### config.mk
export PLATFORM = sky130hd
export DESIGN_NAME = reaction_timer_mc
export DESIGN_NICKNAME = d
export VERILOG_FILES = /design/src/rtl/reaction_pkg.sv /design/src/rtl/bcd_counter.sv /design/src/rtl/reaction_timer_mc.sv
export SDC_FILE = /design/constraint.sdc
export NUM_CORES = 1
export LEC_CHECK = 0
export BUFFER_PORTS_ARGS = -buffer_cell sky130_fd_sc_hd__buf_2
export CAP_MARGIN = 30
export CORE_ASPECT_RATIO = 0.75
export CORE_MARGIN = 2
export CORE_UTILIZATION = 60
export DETAILED_ROUTE_END_ITERATION = 16
export GPL_TIMING_DRIVEN = 0
export PLACE_DENSITY = 0.8
export SYNTH_ARGS = -nofsm -noshare
export SYNTH_HDL_FRONTEND = slang
export SYNTH_SLANG_ARGS = --single-unit
### constraint.sdc
create_clock -name sysclk -period 2.7 [get_ports sysclk]
set_input_delay 0.27 -clock sysclk [delete_from_list [all_inputs] [get_ports sysclk]]
set_output_delay 0.27 -clock sysclk [all_outputs]
set_load 0.01 [all_outputs]
### src/rtl/reaction_pkg.sv
// Shared types and constants for the multi-player reaction timer.
package reaction_pkg;

  localparam int BCD_W = 4;

  localparam logic [15:0] LFSR_SEED = 16'hACE1;
  // Fibonacci taps 16,14,13,11 expressed as bit positions 15,13,12,10
  localparam logic [15:0] LFSR_TAPS = 16'hB400;

  typedef enum logic [2:0] {
    S_IDLE = 3'd0,
    S_WAIT = 3'd1,
    S_GO   = 3'd2,
    S_DONE = 3'd3,
    S_FOUL = 3'd4
  } state_t;

  function automatic logic [15:0] lfsr_step(input logic [15:0] v);
    return {v[14:0], ^(v & LFSR_TAPS)};
  endfunction

endpackage

### src/rtl/bcd_counter.sv
// Multi-digit decimal up-counter with synchronous clear; saturates at all 9s.
module bcd_counter
  import reaction_pkg::*;
#(
  parameter int DIGITS = 4
) (
  input  logic                      clk,
  input  logic                      rst_n,
  input  logic                      clr,
  input  logic                      inc,
  output logic [BCD_W*DIGITS-1:0]   count,
  output logic                      sat
);

  localparam logic [BCD_W*DIGITS-1:0] ALL_NINES = {DIGITS{4'h9}};

  logic [BCD_W*DIGITS-1:0] count_nxt;
  logic                    carry;

  // Ripple a decimal carry from the least significant digit upward
  always_comb begin
    count_nxt = count;
    carry     = 1'b1;
    for (int i = 0; i < DIGITS; i++) begin
      if (carry) begin
        if (count[i*BCD_W +: BCD_W] == 4'd9) begin
          count_nxt[i*BCD_W +: BCD_W] = 4'd0;
        end else begin
          count_nxt[i*BCD_W +: BCD_W] = count[i*BCD_W +: BCD_W] + 4'd1;
          carry = 1'b0;
        end
      end
    end
  end

  assign sat = (count == ALL_NINES);

  always_ff @(posedge clk or negedge rst_n) begin
    if (!rst_n) begin
      count <= '0;
    end else if (clr) begin
      count <= '0;
    end else if (inc && !sat) begin
      count <= count_nxt;
    end
  end

endmodule

### src/rtl/reaction_timer_mc.sv
// Multi-player reaction timer: random hold-off, GO lamp, first-press capture in BCD ticks.
// Optional best-time register enabled by defining REACTION_BEST_TIME_EN.
module reaction_timer_mc
  import reaction_pkg::*;
#(
  parameter int N_PLAYERS  = 2,
  parameter int TICK_DIV   = 5000,
  parameter int DIGITS     = 4,
  parameter int DELAY_BASE = 10000,
  localparam int WIN_W     = (N_PLAYERS > 1) ? $clog2(N_PLAYERS) : 1
) (
  input  logic                     sysclk,
  input  logic                     rst_n,
  input  logic                     start,
  input  logic                     clr,
  input  logic [N_PLAYERS-1:0]     btn,
  output logic [2:0]               state,
  output logic                     go_led,
  output logic [BCD_W*DIGITS-1:0]  time_bcd,
  output logic                     done,
  output logic                     timeout,
  output logic [N_PLAYERS-1:0]     foul,
  output logic [WIN_W-1:0]         winner
`ifdef REACTION_BEST_TIME_EN
  ,
  output logic [BCD_W*DIGITS-1:0]  best_bcd
`endif
);

  localparam int NS    = N_PLAYERS + 2;
  localparam int PRE_W = (TICK_DIV > 1) ? $clog2(TICK_DIV) : 1;
  localparam int DLY_W = $clog2(DELAY_BASE + 4096) + 1;

  state_t cur, nxt;

  logic [NS-1:0]        raw, sync1, sync2, sync3, pulse;
  logic                 start_p, clr_p, any_btn;
  logic [N_PLAYERS-1:0] btn_p;
  logic [15:0]          lfsr;
  logic [PRE_W-1:0]     presc;
  logic                 tick;
  logic [DLY_W-1:0]     dly_cnt;
  logic                 delay_done;
  logic                 enter_wait, enter_go, to_done, to_foul;
  logic [WIN_W-1:0]     first_idx;
  logic                 cnt_clr, cnt_inc, sat;

  // Two-flop synchronizer plus edge detector on every raw button
  assign raw = {btn, clr, start};

  always_ff @(posedge sysclk or negedge rst_n) begin
    if (!rst_n) begin
      sync1 <= '0;
      sync2 <= '0;
      sync3 <= '0;
    end else begin
      sync1 <= raw;
      sync2 <= sync1;
      sync3 <= sync2;
    end
  end

  assign pulse   = sync2 & ~sync3;
  assign start_p = pulse[0];
  assign clr_p   = pulse[1];
  assign btn_p   = pulse[NS-1:2];
  assign any_btn = |btn_p;

  always_ff @(posedge sysclk or negedge rst_n) begin
    if (!rst_n) lfsr <= LFSR_SEED;
    else        lfsr <= lfsr_step(lfsr);
  end

  // Lowest-index pulsing player wins simultaneous presses
  always_comb begin
    first_idx = '0;
    for (int i = N_PLAYERS - 1; i >= 0; i--) begin
      if (btn_p[i]) first_idx = WIN_W'(i);
    end
  end

  assign tick       = (presc == PRE_W'(TICK_DIV - 1));
  assign delay_done = (dly_cnt == '0) || (tick && (dly_cnt == DLY_W'(1)));

  always_ff @(posedge sysclk or negedge rst_n) begin
    if (!rst_n) cur <= S_IDLE;
    else        cur <= nxt;
  end

  // A foul press beats the final delay tick; reaching all 9s beats a press
  always_comb begin
    nxt = cur;
    if (clr_p) begin
      nxt = S_IDLE;
    end else begin
      case (cur)
        S_IDLE:         if (start_p) nxt = S_WAIT;
        S_WAIT: begin
          if (any_btn)         nxt = S_FOUL;
          else if (delay_done) nxt = S_GO;
        end
        S_GO:           if (sat || any_btn) nxt = S_DONE;
        S_DONE, S_FOUL: if (start_p) nxt = S_WAIT;
        default:        nxt = S_IDLE;
      endcase
    end
    enter_wait = (nxt == S_WAIT) && (cur != S_WAIT);
    enter_go   = (nxt == S_GO)   && (cur != S_GO);
    to_done    = (cur == S_GO)   && (nxt == S_DONE);
    to_foul    = (cur == S_WAIT) && (nxt == S_FOUL);
  end

  assign state  = cur;
  assign go_led = (cur == S_GO);

  always_ff @(posedge sysclk or negedge rst_n) begin
    if (!rst_n) begin
      presc <= '0;
    end else if (enter_wait || enter_go) begin
      presc <= '0;
    end else if (cur == S_WAIT || cur == S_GO) begin
      presc <= tick ? '0 : presc + PRE_W'(1);
    end else begin
      presc <= '0;
    end
  end

  always_ff @(posedge sysclk or negedge rst_n) begin
    if (!rst_n) begin
      dly_cnt <= '0;
    end else if (enter_wait) begin
      dly_cnt <= DLY_W'(DELAY_BASE) + DLY_W'(lfsr[11:0]);
    end else if (cur == S_WAIT && tick && dly_cnt != '0) begin
      dly_cnt <= dly_cnt - DLY_W'(1);
    end
  end

  always_ff @(posedge sysclk or negedge rst_n) begin
    if (!rst_n) begin
      done    <= 1'b0;
      timeout <= 1'b0;
      foul    <= '0;
      winner  <= '0;
    end else begin
      done <= to_done;
      if (clr_p || enter_wait) begin
        timeout <= 1'b0;
        foul    <= '0;
        winner  <= '0;
      end else begin
        if (to_foul) foul <= btn_p;
        if (to_done) begin
          timeout <= sat;
          winner  <= sat ? '0 : first_idx;
        end
      end
    end
  end

  // A press in the same cycle as a tick freezes the count before that tick
  assign cnt_clr = clr_p || enter_wait || enter_go;
  assign cnt_inc = (cur == S_GO) && tick && !any_btn && !sat;

  bcd_counter #(.DIGITS(DIGITS)) u_time (
    .clk   (sysclk),
    .rst_n (rst_n),
    .clr   (cnt_clr),
    .inc   (cnt_inc),
    .count (time_bcd),
    .sat   (sat)
  );

`ifdef REACTION_BEST_TIME_EN
  // Survives clr; only reset returns it to all 9s
  always_ff @(posedge sysclk or negedge rst_n) begin
    if (!rst_n) begin
      best_bcd <= {DIGITS{4'h9}};
    end else if (to_done && !sat && (time_bcd < best_bcd)) begin
      best_bcd <= time_bcd;
    end
  end
`else
  // No best-time tracking in this build.
`endif

endmodule
== After elaboration in Yosys (flattened, before gate mapping) ==
Index checks and enable logic that the tools add are counted.
Word-level totals
  bits in registers: 80
  input bits: 6
  output and inout bits: 25
  logic and storage cells: 110
Operators by class
  add/sub/neg operators: 7
  equality and inequality tests: 17
  mux-type cells: 34
  bitwise operators: 2
  reduce and logical (&&, ||, !) cells: 35
Operators by type and width (number)
  13-bit 2-to-1 mux: 3
  16-bit 2-to-1 mux: 2
  15-bit 2-to-1 mux: 2
  4-bit 2-to-1 mux: 7
  4-bit by 1-bit adder with 4-bit output, second input constant: 4
  16-bit equality test, second input constant: 1
  4-bit equality test, second input constant: 4
  16-bit XOR reduction: 1
  14-bit by 12-bit adder with 15-bit output, first input constant: 1
  15-bit by 1-bit equality test with 1-bit output, second input constant: 1
  15-bit zero test: 1
  3-bit 2-to-1 mux: 5
  15-bit nonzero test: 1
  15-bit by 1-bit subtractor with 15-bit output, second input constant: 1
  2-bit nonzero test: 7
  13-bit by 1-bit adder with 13-bit output, second input constant: 1
  13-bit equality test, second input constant: 1
  3-bit by 2-bit equality test with 1-bit output, second input constant: 4
  1-bit 2-to-1 mux: 12
  1-bit logical AND: 11
  3-bit case mux with 3 select lines: 1
  3-bit by 1-bit equality test with 1-bit output, second input constant: 2
  3-bit equality test, second input constant: 2
  1-bit logical OR: 6
  10 further kinds: 14

== Longest topological paths before layout ==
Gate-level depths: netlist of the first run.
  word-level depth: 13
  gate-level depth with buffers: 9

== Modules after synthesis ==
A second synthesis of the first run with hierarchy kept.
Second synthesis, totals
  cells, all modules: 370
  area, all modules: 3936.3 sq um
Modules (own cells, without submodules)
  reaction_timer_mc: instances 1, cells an instance 259, area an instance 2879.0 sq um
  bcd_counter: instances 1, cells an instance 111, area an instance 1057.3 sq um

== Least setup slack after synthesis of the first run ==
No wires, ideal clock.
  kind: flip-flop to flip-flop
  from: reg cur[0], in the netlist state[0]
  to: reg u_time.count[3]
  setup time: 0.082 ns
  data arrival time: 2.075 ns
  path slack: 0.543 ns
  cell stages (with the launch flop): 7
  buffers on the path: 1
  period minus slack after synthesis: 2.157 ns
  cells stage by stage: dfrtp_1 > buf_2 > nor3b_2 > nand4_1 > or3_4 > or4b_1 > a31oi_1
RTL lines
  start, declared: line reaction_timer_mc.sv:34  | state_t cur, nxt;
  start signal, assigned: line reaction_timer_mc.sv:87  | else cur <= nxt;
  3-bit by 2-bit equality test with 1-bit output (*)
  named net go_led: line reaction_timer_mc.sv:18  | output logic go_led,
  3-bit case mux with 3 select lines: line reaction_timer_mc.sv:96  | case (cur)
  3-bit 2-to-1 mux: line reaction_timer_mc.sv:93  | if (clr_p) begin
  3-bit by 1-bit equality test with 1-bit output: line reaction_timer_mc.sv:107  | enter_wait = (nxt == S_WAIT) && (cur != S_WAIT);
  1-bit logical AND: line reaction_timer_mc.sv:107
  1-bit logical OR (2 in series): line reaction_timer_mc.sv:161  | assign cnt_clr = clr_p || enter_wait || enter_go;
  16-bit 2-to-1 mux or 2-bit nonzero test (tied branches)
  end signal, assigned: line bcd_counter.sv:44  | count <= count_nxt;
  end, declared: line bcd_counter.sv:11  | output logic [BCD_W*DIGITS-1:0] count,
Mark *: on every way through the listed nets, which the timed path passes. The rest lies on a longest branch.
A chain may end at the register's enable or synchronous reset.

== Worst setup path after layout of the first run ==
  from: reg presc[0]
  to: reg presc[5]
Between the ends
  longest elaborated chain between the ends: 11
RTL lines
  start, declared: line reaction_timer_mc.sv:40  | logic [PRE_W-1:0] presc;
  start signal, assigned: line reaction_timer_mc.sv:122  | presc <= tick ? '0 : presc + PRE_W'(1);
  13-bit equality test: line reaction_timer_mc.sv:82  | assign tick = (presc == PRE_W'(TICK_DIV - 1));
  1-bit logical AND: line reaction_timer_mc.sv:83  | assign delay_done = (dly_cnt == '0) || (tick && (dly_cnt == DLY_W'(1)));
  1-bit logical OR: line reaction_timer_mc.sv:83
  3-bit 2-to-1 mux: line reaction_timer_mc.sv:100  | else if (delay_done) nxt = S_GO;
  3-bit 2-to-1 mux: line reaction_timer_mc.sv:99  | if (any_btn) nxt = S_FOUL;
  3-bit case mux with 3 select lines: line reaction_timer_mc.sv:96
  3-bit 2-to-1 mux: line reaction_timer_mc.sv:93
  3-bit by 1-bit equality test with 1-bit output or 3-bit by 2-bit equality test with 1-bit output (tied branches): line reaction_timer_mc.sv:107, reaction_timer_mc.sv:108
  1-bit logical AND (on tied branches): line reaction_timer_mc.sv:107, reaction_timer_mc.sv:108
  1-bit logical OR: line reaction_timer_mc.sv:119  | end else if (enter_wait || enter_go) begin
  13-bit 2-to-1 mux (*): line reaction_timer_mc.sv:119
Every way passes the cells marked *; elsewhere a longest branch is shown, timed or not.

==> results by group, run 1 <==
Detailed routing
  – Antenna Nets Post-Route: 0
  – DRT iter0 DRCs: 223
  – DRC violations left: 0
  – Vias post-DR: 3090
  – DRT Wirelength: 8340 microns
  – First drt pass iteration count: 5
  – Wirelength per Cell: 16.5 microns
  – Avg Vias per Cell: 6.12

Layout
  – Fill cells: 476
  – Commonest non-fill, non-tap cell in the layout: dfrtp_1
  – N_diodes: 0
  – Nets: 437
  – Most frequent cells in the layout: dfrtp_1 (72), nor2_1 (41), buf_2 (33)
  – Layout cells sized above 1: 17.9%
  – Layout area overhead: 14.1%

Pwr
  – Cell Pwr Density: 563 nW/um^2
  – Worst vdd ir: 329 uV
  – Lkg Pwr: 0.00199 uW

Logic synthesis
  – Most common flop cell mapped by yosys: dfrtp_1
  – Synth top area cells: dfrtp_1 (46%), dfstp_2 (5.3%), nor2_1 (3.9%)
  – Warnings, synthesis: 0
  – Post-synthesis sequential area ratio: 50.9%
  – Netlist cell types: 62
  – Top cell type's share of synthesized area: 45.6%
  – Number of synthesized flops with an enable pin: 0
  – Post-Synthesis Cells: 373
  – Yosys top cell by area: dfrtp_1
  – Flops & latches, synth: 80
  – Syn avg cell area: 10.6 sq um
  – Mapped Nets: 391
  – Post-Syn Area: 3950 sq um
  – Ys async rst share: 100%

Clocking
  – H-tree depth: 3
  – CTS tree: done
  – CTS root buffer: clkbuf_8
  – Clk sinks: 80
  – TritonCTS buffer count: 9
  – Clk buf depth: 2
  – Clock slew at reported path FFs: 0.08 ns
  – Clk_lat worst skew: 0.36 ns

Global route
  – Grt total ovfl: 0
  – Total Routing Usage GR: 25.1%
  – Largest net degree at the start of global routing: 48
  – Vias in the first global route: 2885
  – Number of antenna violations at the first check in global routing: 0
  – First-pass GRT wire length: 14200 microns

Die
  – Starting Density: 62.2%
  – Die height: 74.3 microns
  – # rows: 25
  – Io pins: 31
  – Die W: 97.7 microns
  – Die area: 7260 sq um
  – Core Region: 6350 sq um

Timing
  – Slew Viols, Final: 0
  – Final min period: 2.52 ns
  – Final setup violating endpoints: 0
  – Setup TNS Final: 0 ns
  – Period utilisation layout: 93.2%
  – Worst setup margin: 0.183 ns
  – Final hold viol count: 0
  – Slew margin rel.: 50.4%
  – FMAX: 397 MHz
  – Max Clock Skew: 0.0142 ns
  – RSZ-0062 raised after global routing: false
  – Slew @ Worst Pin: 0.737 ns

Placement
  – RD Place Congestion: 0.936
  – Detailed Place HPWL: 5900 microns
  – Port buffer count: 30
  – Setup WS pre-CTS: 0.237 ns

Hold path
  – Worst Hold Class: primary input to flop
  – Hold Crit Start: btn[1]
  – Hold Path Stages: 1

Setup path
  – Crit path DAT: 2.74 ns
  – Worst EP required: 2.92 ns
  – CP Max Fanout: 6
  – CP startpoint kind: flop
  – R2r startpoint: presc[0]
  – CP Launch Point: presc[0]
  – Crit Path Class: flop to flop
  – R2R depth: 6
  – Kind of end point of the critical path: flop

Flow run
  – Max cap viols: 0

Outcome
  – Status: finished clean
layout make-up:
type | instances | area (sq um) | share of cell area, %
plain buffers | 9 | 46.3 | 1.03
inverters | 11 | 41.3 | 0.915
well taps | 81 | 101 | 2.25
multi-input cells | 273 | 1850 | 41.1
repair buffers | 35 | 220 | 4.88
clock inverters | 6 | 109 | 2.41
flip-flops and latches | 80 | 2010 | 44.6
clock buffers | 10 | 128 | 2.83
sequential cells by signal, summed over array words and instances, names as in the netlist:
name / flops
lfsr: 16
u_time.count: 16
dly_cnt: 15
presc: 13
sync1: 4
sync2: 4
sync3: 4
state: 3
foul: 2
done: 1
timeout: 1
winner: 1
through the flow:
step / instances / cell area (sq um) / utilization (%) / total power, uW / hold slack, ns
2_1_floorplan: 373 / 3950 / - / 1430 / -0.0256
3_3_place_gp: 484 / 4200 / 66.2 / 1500 / 0.333
3_5_place_dp: 485 / 4230 / 66.7 / 1510 / 0.258
4_1_cts: 502 / 4480 / 70.6 / 2550 / 0.00145
5_1_grt: 505 / 4510 / 71.0 / 2640 / 0.0110
6_report: 505 / 4510 / 71.0 / 2540 / 0.0307
power by group:
part           switching (uW)  internal (uW)  total [uW]
clock network             431            613        1040
registers                44.8           1240        1280
logic                     135           80.3         215
timing repair:
| item | CTS | global route |
|---|---|---|
| hold buffers | 1 | 3 |
| hold endpoints to repair | 33 | 3 |
| gates resized for setup | 0 | 0 |
| setup buffers | 0 | 0 |
cell families (layout without fill, tap and decap cells):
group / after synthesis / count (layout) / share of synthesized area, %
AND/OR/NAND/NOR: 160 / 160 / 23.4
adder cells (fa/ha/maj): 12 / 12 / 3.80
AO/OA/AOI/OAI: 69 / 69 / 12.2
multiplexers: 10 / 10 / 2.56
XOR/XNOR: 22 / 22 / 4.87
buffers and inverters: 20 / 71 / 2.22
flip-flops: 80 / 80 / 50.9
critical path, stage by stage (launching register included):
cell and delay [ns]:
dfrtp_1 0.42, ha_1 0.28, and4b_1 0.33, a41oi_1 0.18, or4_4 0.55, o21ai_1 0.49
nor2_1 0.12
per-layer routing:
layer / global-route usage, % / routed length [microns]
met5: 0 / 0
met4: 6.94 / 122
met3: 7.42 / 488
met2: 36.9 / 3650
met1: 36.8 / 4070
synth_stat cells, types with 9 or more instances:
| cell type | count |
|---|---|
| a21oi_1 | 19 |
| dfrtp_1 | 72 |
| ha_1 | 12 |
| inv_1 | 11 |
| mux2i_1 | 9 |
| nand2_1 | 25 |
| nand3_1 | 19 |
| nand4_1 | 10 |
| nor2_1 | 41 |
| o21ai_0 | 18 |
| xnor2_1 | 10 |
| xor2_1 | 12 |
final timing paths:
check / end / slack [ns]
worst max register to register: presc[5] / 0.18
worst min register to register: sync2[1] / 0.35
max in group asynchronous: lfsr[11] / 1.65
worst max-delay path: presc[5] / 0.18
min in group asynchronous: dly_cnt[14] / 0.40
worst min-delay path: sync1[3] / 0.03
Power figures use the tool's default switching activity.
==> inputs of run 2 (changes only) <==
--- a/config.mk
+++ b/config.mk
@@ -6,9 +6,9 @@
 export NUM_CORES = 1
 export LEC_CHECK = 0
 export BUFFER_PORTS_ARGS = -buffer_cell sky130_fd_sc_hd__buf_2
-export CAP_MARGIN = 30
+export CAP_MARGIN = 20
 export CORE_ASPECT_RATIO = 0.75
-export CORE_MARGIN = 2
+export CORE_MARGIN = 1.5
 export CORE_UTILIZATION = 60
 export DETAILED_ROUTE_END_ITERATION = 16
 export GPL_TIMING_DRIVEN = 0
==> run 2 against run 1 <==
Effect of this change: routed wire length decreased by 0.88%; clock-buffer cell count increased by 2; die area decreased by 2.4%; fmax increased by 1.5%; worst setup slack improved by 0.038 ns; via count decreased by 2.4%; global-route usage increased by 0.67 points; cell count decreased by 0.40%; sequential share of layout area increased by 0.22 points; core utilization decreased by 0.35 points; combinational power about the same.
==> results by group, run 2 (synthesis results as in run 1) <==
Setup path
  – CP startpoint kind: flop
  – Worst EP required: 2.94 ns (+0.02 ns)
  – Crit path DAT: 2.72 ns (-0.02 ns)
  – Kind of end point of the critical path: flop
  – Reg2reg setup slack: 0.22 ns (+0.04 ns)
  – Crit Path Class: flop to flop
  – CP Max Fanout: 10 (+4)

Flow run
  – Max cap viols: 0 (unchanged)

Timing
  – RSZ-0062 raised after global routing: false
  – Max Clock Skew: 0.00829 ns (-0.00591 ns)
  – Slew Viols, Final: 0 (unchanged)
  – Slew @ Worst Pin: 0.748 ns (+0.0114 ns)
  – Final min period: 2.48 ns (-0.0379 ns)
  – Final setup violating endpoints: 0 (unchanged)
  – FMAX: 403 MHz (+1.5%)
  – Slew margin rel.: 50.0% (-0.41 points)
  – Setup TNS Final: 0 ns (unchanged)
  – Final hold viol count: 0 (unchanged)
  – Period utilisation layout: 91.8% (-1.4 points)

Global route
  – Total Routing Usage GR: 25.8% (+0.67 points)
  – Number of antenna violations at the first check in global routing: 0 (unchanged)
  – Largest net degree at the start of global routing: 50 (+4.2%)
  – First-pass GRT wire length: 14300 microns (+0.25%)
  – Vias in the first global route: 2858 (-0.94%)
  – Grt total ovfl: 0 (unchanged)

Placement
  – RD Place Congestion: 0.954 (+1.9%)
  – Port buffer count: 30 (unchanged)
  – Detailed Place HPWL: 5810 microns (-1.6%)

Detailed routing
  – Antenna Nets Post-Route: 0 (unchanged)
  – Wirelength per Cell: 16.4 microns (-0.48%)
  – Avg Vias per Cell: 6.00 (-2.0%)
  – DRT Wirelength: 8260 microns (-0.88%)
  – DRC violations left: 0 (unchanged)
  – Vias post-DR: 3017 (-2.4%)
  – DRT iter0 DRCs: 205 (-8.1%)
  – First drt pass iteration count: 5 (unchanged)

Clocking
  – TritonCTS buffer count: 9 (unchanged)
  – Clock slew at reported path FFs: 0.08 ns (about the same)
  – CTS tree: done
  – CTS root buffer: clkbuf_8
  – Clk_lat worst skew: 0.36 ns (about the same)
  – H-tree depth: 3 (unchanged)
  – Clk sinks: 80 (unchanged)
  – Clk buf depth: 2 (unchanged)

Pwr
  – Cell Pwr Density: 557 nW/um^2 (-1.1%)
  – Worst vdd ir: 368 uV (+12%)
  – Lkg Pwr: 0.00197 uW (-0.78%)

Layout
  – Most frequent cells in the layout: dfrtp_1 (72), nor2_1 (41), buf_2 (32)
  – Sequential Area: 2010 sq um (unchanged)
  – Layout area overhead: 13.5%
  – N_diodes: 0 (unchanged)
  – Layout cells sized above 1: 18.0% (+0.085 points)
  – Finished Core Util: 70.7% (-0.35 points)
  – Commonest non-fill, non-tap cell in the layout: dfrtp_1
  – Fill cells: 475 (-0.21%)
  – Multi-input logic area: 1850 sq um (unchanged)
  – Nets: 435 (-0.46%)
  – Largest regs: lfsr: 16 flops, u_time.count: 16 flops, dly_cnt: 15 flops

Outcome
  – Status: finished clean

Hold path
  – Worst Hold Class: primary input to flop

Die
  – Die W: 96.7 microns (-1.0%)
  – Die height: 73.3 microns (-1.3%)
  – Starting Density: 62.2% (unchanged)
  – Core Region: 6350 sq um (unchanged)
  – Io pins: 31 (unchanged)
  – Die area: 7090 sq um (-2.4%)
  – # rows: 25 (unchanged)
[run 2: cell types whose count changed in the layout (fill, tap and decap cells not counted), sizes merged]
| cell | previous run | this run |
|---|---|---|
| clkbuf | 14 | 17 |
| clkinv | 3 | 1 |
| dlygate4sd3 | 4 | 2 |
| buf | 36 | 35 |
| bufinv | 3 | 2 |
| clkinvlp | 0 | 1 |
[run 2: path summary, 6_finish.rpt]
check,startpoint,endpoint,cells past startpoint
worst max-delay path,presc[0],u_time.count[15],7
worst min-delay path,btn[1],sync1[3],1
worst max register to register,presc[0],u_time.count[15],7
worst min register to register,sync1[2],sync2[2],0
max in group asynchronous,rst_n,lfsr[7],3
min in group asynchronous,rst_n,dly_cnt[6],2
[run 2: per-layer routing]
metal	track usage [%]	wire, microns
met3	6.57	431
met2	36.8	3590
met5	0	0
met1	38.3	4100
met4	9.50	147
[run 2: layout make-up]
cell class              count  share of cell area [%]
multi-input cells         273                    41.3
clock inverters             4                    1.70
repair buffers             33                    4.46
well taps                  81                    2.26
flip-flops and latches     80                    44.8
inverters                  11                   0.920
clock buffers              12                    3.46
plain buffers               9                    1.09
[run 2: metrics by stage]
step | cell area [sq um] | hold slack [ns] | cells | power, uW | worst slack [ns]
2_1_floorplan | 3950 | -0.0256 | 373 | 1430 | 0.543
3_3_place_gp | 4200 | 0.332 | 484 | 1500 | 0.304
3_5_place_dp | 4230 | 0.238 | 485 | 1510 | 0.238
4_1_cts | 4490 | 0.000242 | 503 | 2520 | 0.214
5_1_grt | 4490 | 0.000289 | 503 | 2600 | 0.0238
6_report | 4490 | 0.00987 | 503 | 2500 | 0.221
[run 2: what timing repair did]
action / CTS / global route
endpoints found under the hold margin: 32 / 0
hold buffers: 2 / 0
setup buffers: 0 / 0
setup endpoints to repair: 0 / 1
resized for setup: 0 / 1
[run 2: power breakdown]
group | internal [uW] | leakage, uW | total [uW] | switching [uW]
sequential | 1240 | 0.00103 | 1280 | 43.4
clock | 573 | 0.000113 | 1000 | 432
combinational | 79.3 | 0.000830 | 215 | 135
[run 2: worst max-delay path, cell delays in order (launching register included)]
cell	delay, ns
dfrtp_1	0.42
ha_1	0.27
and4b_1	0.33
a41oi_1	0.18
or4_4	0.55
o21bai_4	0.25
clkbuf_4	0.27
a21oi_1	0.07
==> inputs of run 3 (changes only) <==
==> constraint.sdc (replaced) <==
create_clock -name sysclk -period 2.7 [get_ports sysclk]
set_input_delay 0.54 -clock sysclk [delete_from_list [all_inputs] [get_ports sysclk]]
set_output_delay 0.54 -clock sysclk [all_outputs]
set_load 0.01 [all_outputs]
==> run 3 against run 2 <==
Effect of this change: non-clock buffer count is 2 lower; worst hold slack better by 0.11 ns; routed wire length hardly changed; fmax is 0.28% lower; clock-buffer cell count stayed put; critical path depth stayed put; critical endpoint unchanged; largest power group unchanged; highest routed layer unchanged.
==> results by group, run 3 (synthesis results as in run 1) <==
Pwr
  – Net Switching: 607 uW (-0.52%)
  – Cell Pwr Density: 558 nW/um^2 (+0.25%)
  – Internal: 1890 uW (about the same)
  – Clock power share: 40.2% (about the same)
  – Worst vdd ir: 367 uV (-0.47%)
  – Power Total: 2490 uW (-0.20%)
  – Sequential share of power: 51.3% (about the same)
  – Gate power share: 8.5% (about the same)
  – Lkg Pwr: 0.00196 uW (-0.42%)
  – Net Sw Frac: 24.4% (-0.080 points)

Die
  – Core Region: 6350 sq um (unchanged)
  – Die area: 7090 sq um (unchanged)
  – Starting Density: 62.2% (unchanged)
  – # rows: 25 (unchanged)
  – Die height: 73.3 microns (unchanged)
  – Io pins: 31 (unchanged)
  – Die W: 96.7 microns (unchanged)

Clocking
  – CTS tree: done
  – CTS root buffer: clkbuf_8
  – Post-CTS Resized: 0 (unchanged)
  – Clk sinks: 80 (unchanged)
  – Setup repair bufs after CTS: 0 (unchanged)
  – Clk buf depth: 2 (unchanged)
  – H-tree depth: 3 (unchanged)
  – Clock slew at reported path FFs: 0.08 ns (about the same)
  – TritonCTS buffer count: 9 (unchanged)
  – Cts hold-fix bufs: 0 (-2)
  – Clk_lat worst skew: 0.36 ns (about the same)

Setup path
  – CP startpoint kind: flop
  – CP cell instances: ha_1 -> and4b_1 -> a41oi_1 -> or4_4 -> o21bai_4 -> clkbuf_4 -> a21oi_1
  – R2r startpoint: presc[0]
  – Worst EP required: 2.93 ns (about the same)
  – Crit path max-delay cell type: or4_4
  – Delay-heaviest family, CP: simple AND/OR/NAND/NOR gates
  – Crit path DAT: 2.72 ns (about the same)
  – R2R depth: 7 (unchanged)
  – Crit Path Class: flop to flop
  – CP Max Fanout: 10 (unchanged)
  – Kind of end point of the critical path: flop
  – Reg2reg setup slack: 0.21 ns (about the same)
  – Critical path's largest stage delay: 0.55 ns (about the same)
  – R2r endpoint: u_time.count[15]
  – Buf+Inv Stages, Crit Path: 1 (unchanged)

Placement
  – Detailed Place HPWL: 5810 microns (unchanged)
  – Port buffer count: 30 (unchanged)
  – RD Place Congestion: 0.954 (unchanged)

Detailed routing
  – Met2 wire length: 3600 microns (+0.50%)
  – Avg Vias per Cell: 5.95 (-0.80%)
  – First drt pass iteration count: 5 (unchanged)
  – DRC violations left: 0 (unchanged)
  – DRT Wirelength: 8270 microns (about the same)
  – Antenna Nets Post-Route: 0 (unchanged)
  – Metal3 WL: 390 microns (-9.5%)
  – Wirelength per Cell: 16.5 microns (+0.50%)
  – DRT iter0 DRCs: 187 (-8.8%)
  – Top Layer Used: met4
  – Vias post-DR: 2981 (-1.2%)
  – WL met1: 4140 microns (+0.98%)

Timing
  – Max Clock Skew: 0.00868 ns (+0.000385 ns)
  – RSZ-0062 raised after global routing: false
  – Final hold viol count: 0 (unchanged)
  – Final min period: 2.49 ns (+0.00700 ns)
  – Hold slack final: 0.118 ns (+0.109 ns)
  – Setup TNS Final: 0 ns (unchanged)
  – Slew @ Worst Pin: 0.788 ns (+0.0392 ns)
  – Final setup violating endpoints: 0 (unchanged)
  – Slew Viols, Final: 0 (unchanged)
  – Period utilisation layout: 92.1% (+0.26 points)
  – FMAX: 402 MHz (-0.28%)
  – Slew margin rel.: 47.4% (-2.6 points)

Layout
  – N_diodes: 0 (unchanged)
  – Layout cells sized above 1: 18.1% (+0.086 points)
  – Nets: 433 (-0.46%)
  – Largest regs: lfsr: 16 flops, u_time.count: 16 flops, dly_cnt: 15 flops
  – Layout area overhead: 13.0%
  – Multi-input logic area: 1850 sq um (unchanged)
  – Fill cells: 477 (+0.42%)
  – Commonest non-fill, non-tap cell in the layout: dfrtp_1
  – Most frequent cells in the layout: dfrtp_1 (72), nor2_1 (41), buf_2 (32)
  – Sequential Area: 2010 sq um (unchanged)

Global route
  – Grt total ovfl: 0 (unchanged)
  – Largest net degree at the start of global routing: 50 (unchanged)
  – Vias in the first global route: 2858 (unchanged)
  – First-pass GRT wire length: 14300 microns (unchanged)
  – Total Routing Usage GR: 25.8% (unchanged)
  – Number of antenna violations at the first check in global routing: 0 (unchanged)

Flow run
  – Max cap viols: 0 (unchanged)

Hold path
  – Worst Hold Class: primary input to async pin

Outcome
  – Status: finished clean
==> run 3: stage by stage <==
stage	setup WS, ns	instance area (sq um)	util (%)	std cells
2_1_floorplan	0.543	3950	-	373
3_3_place_gp	0.304	4200	66.2	484
3_5_place_dp	0.238	4230	66.7	485
5_1_grt	0.0238	4470	70.4	501
4_1_cts	0.214	4470	70.3	501
6_report	0.214	4470	70.4	501
==> run 3: layout make-up <==
type	instances	area share, %
flip-flops and latches	80	45.0
multi-input cells	273	41.5
repair buffers	31	4.03
clock buffers	12	3.47
well taps	81	2.27
clock inverters	4	1.71
plain buffers	9	1.09
inverters	11	0.924
==> run 3: layer usage <==
metal / GRT usage [%] / up-vias
li1: - / 1446
met1: 38.3 / 1454
met2: 36.8 / 69
met3: 6.57 / 12
met4: 9.50 / 0
met5: 0 / -
==> run 3: worst max path at each step <==
stage | startpoint | end | depth (start not counted)
3_3_place_gp | presc[0] | u_time.count[9] | 7
2_1_floorplan | state[0] | u_time.count[3] | 6
5_1_grt | presc[0] | u_time.count[15] | 7
3_5_place_dp | presc[0] | u_time.count[15] | 7
4_1_cts | presc[0] | u_time.count[15] | 7
6_report | presc[0] | u_time.count[15] | 7
==> run 3: power by group through the flow <==
| stage | sequential [uW] | clock, uW | combinational [uW] |
|---|---|---|---|
| final | 1280 | 1000 | 213 |
| after global routing | 1280 | 1070 | 238 |
| after CTS | 1280 | 1020 | 213 |
| after detailed placement | 1300 | 0 | 210 |
| after global placement | 1300 | 0 | 199 |
| after floorplan | 1290 | 0 | 135 |
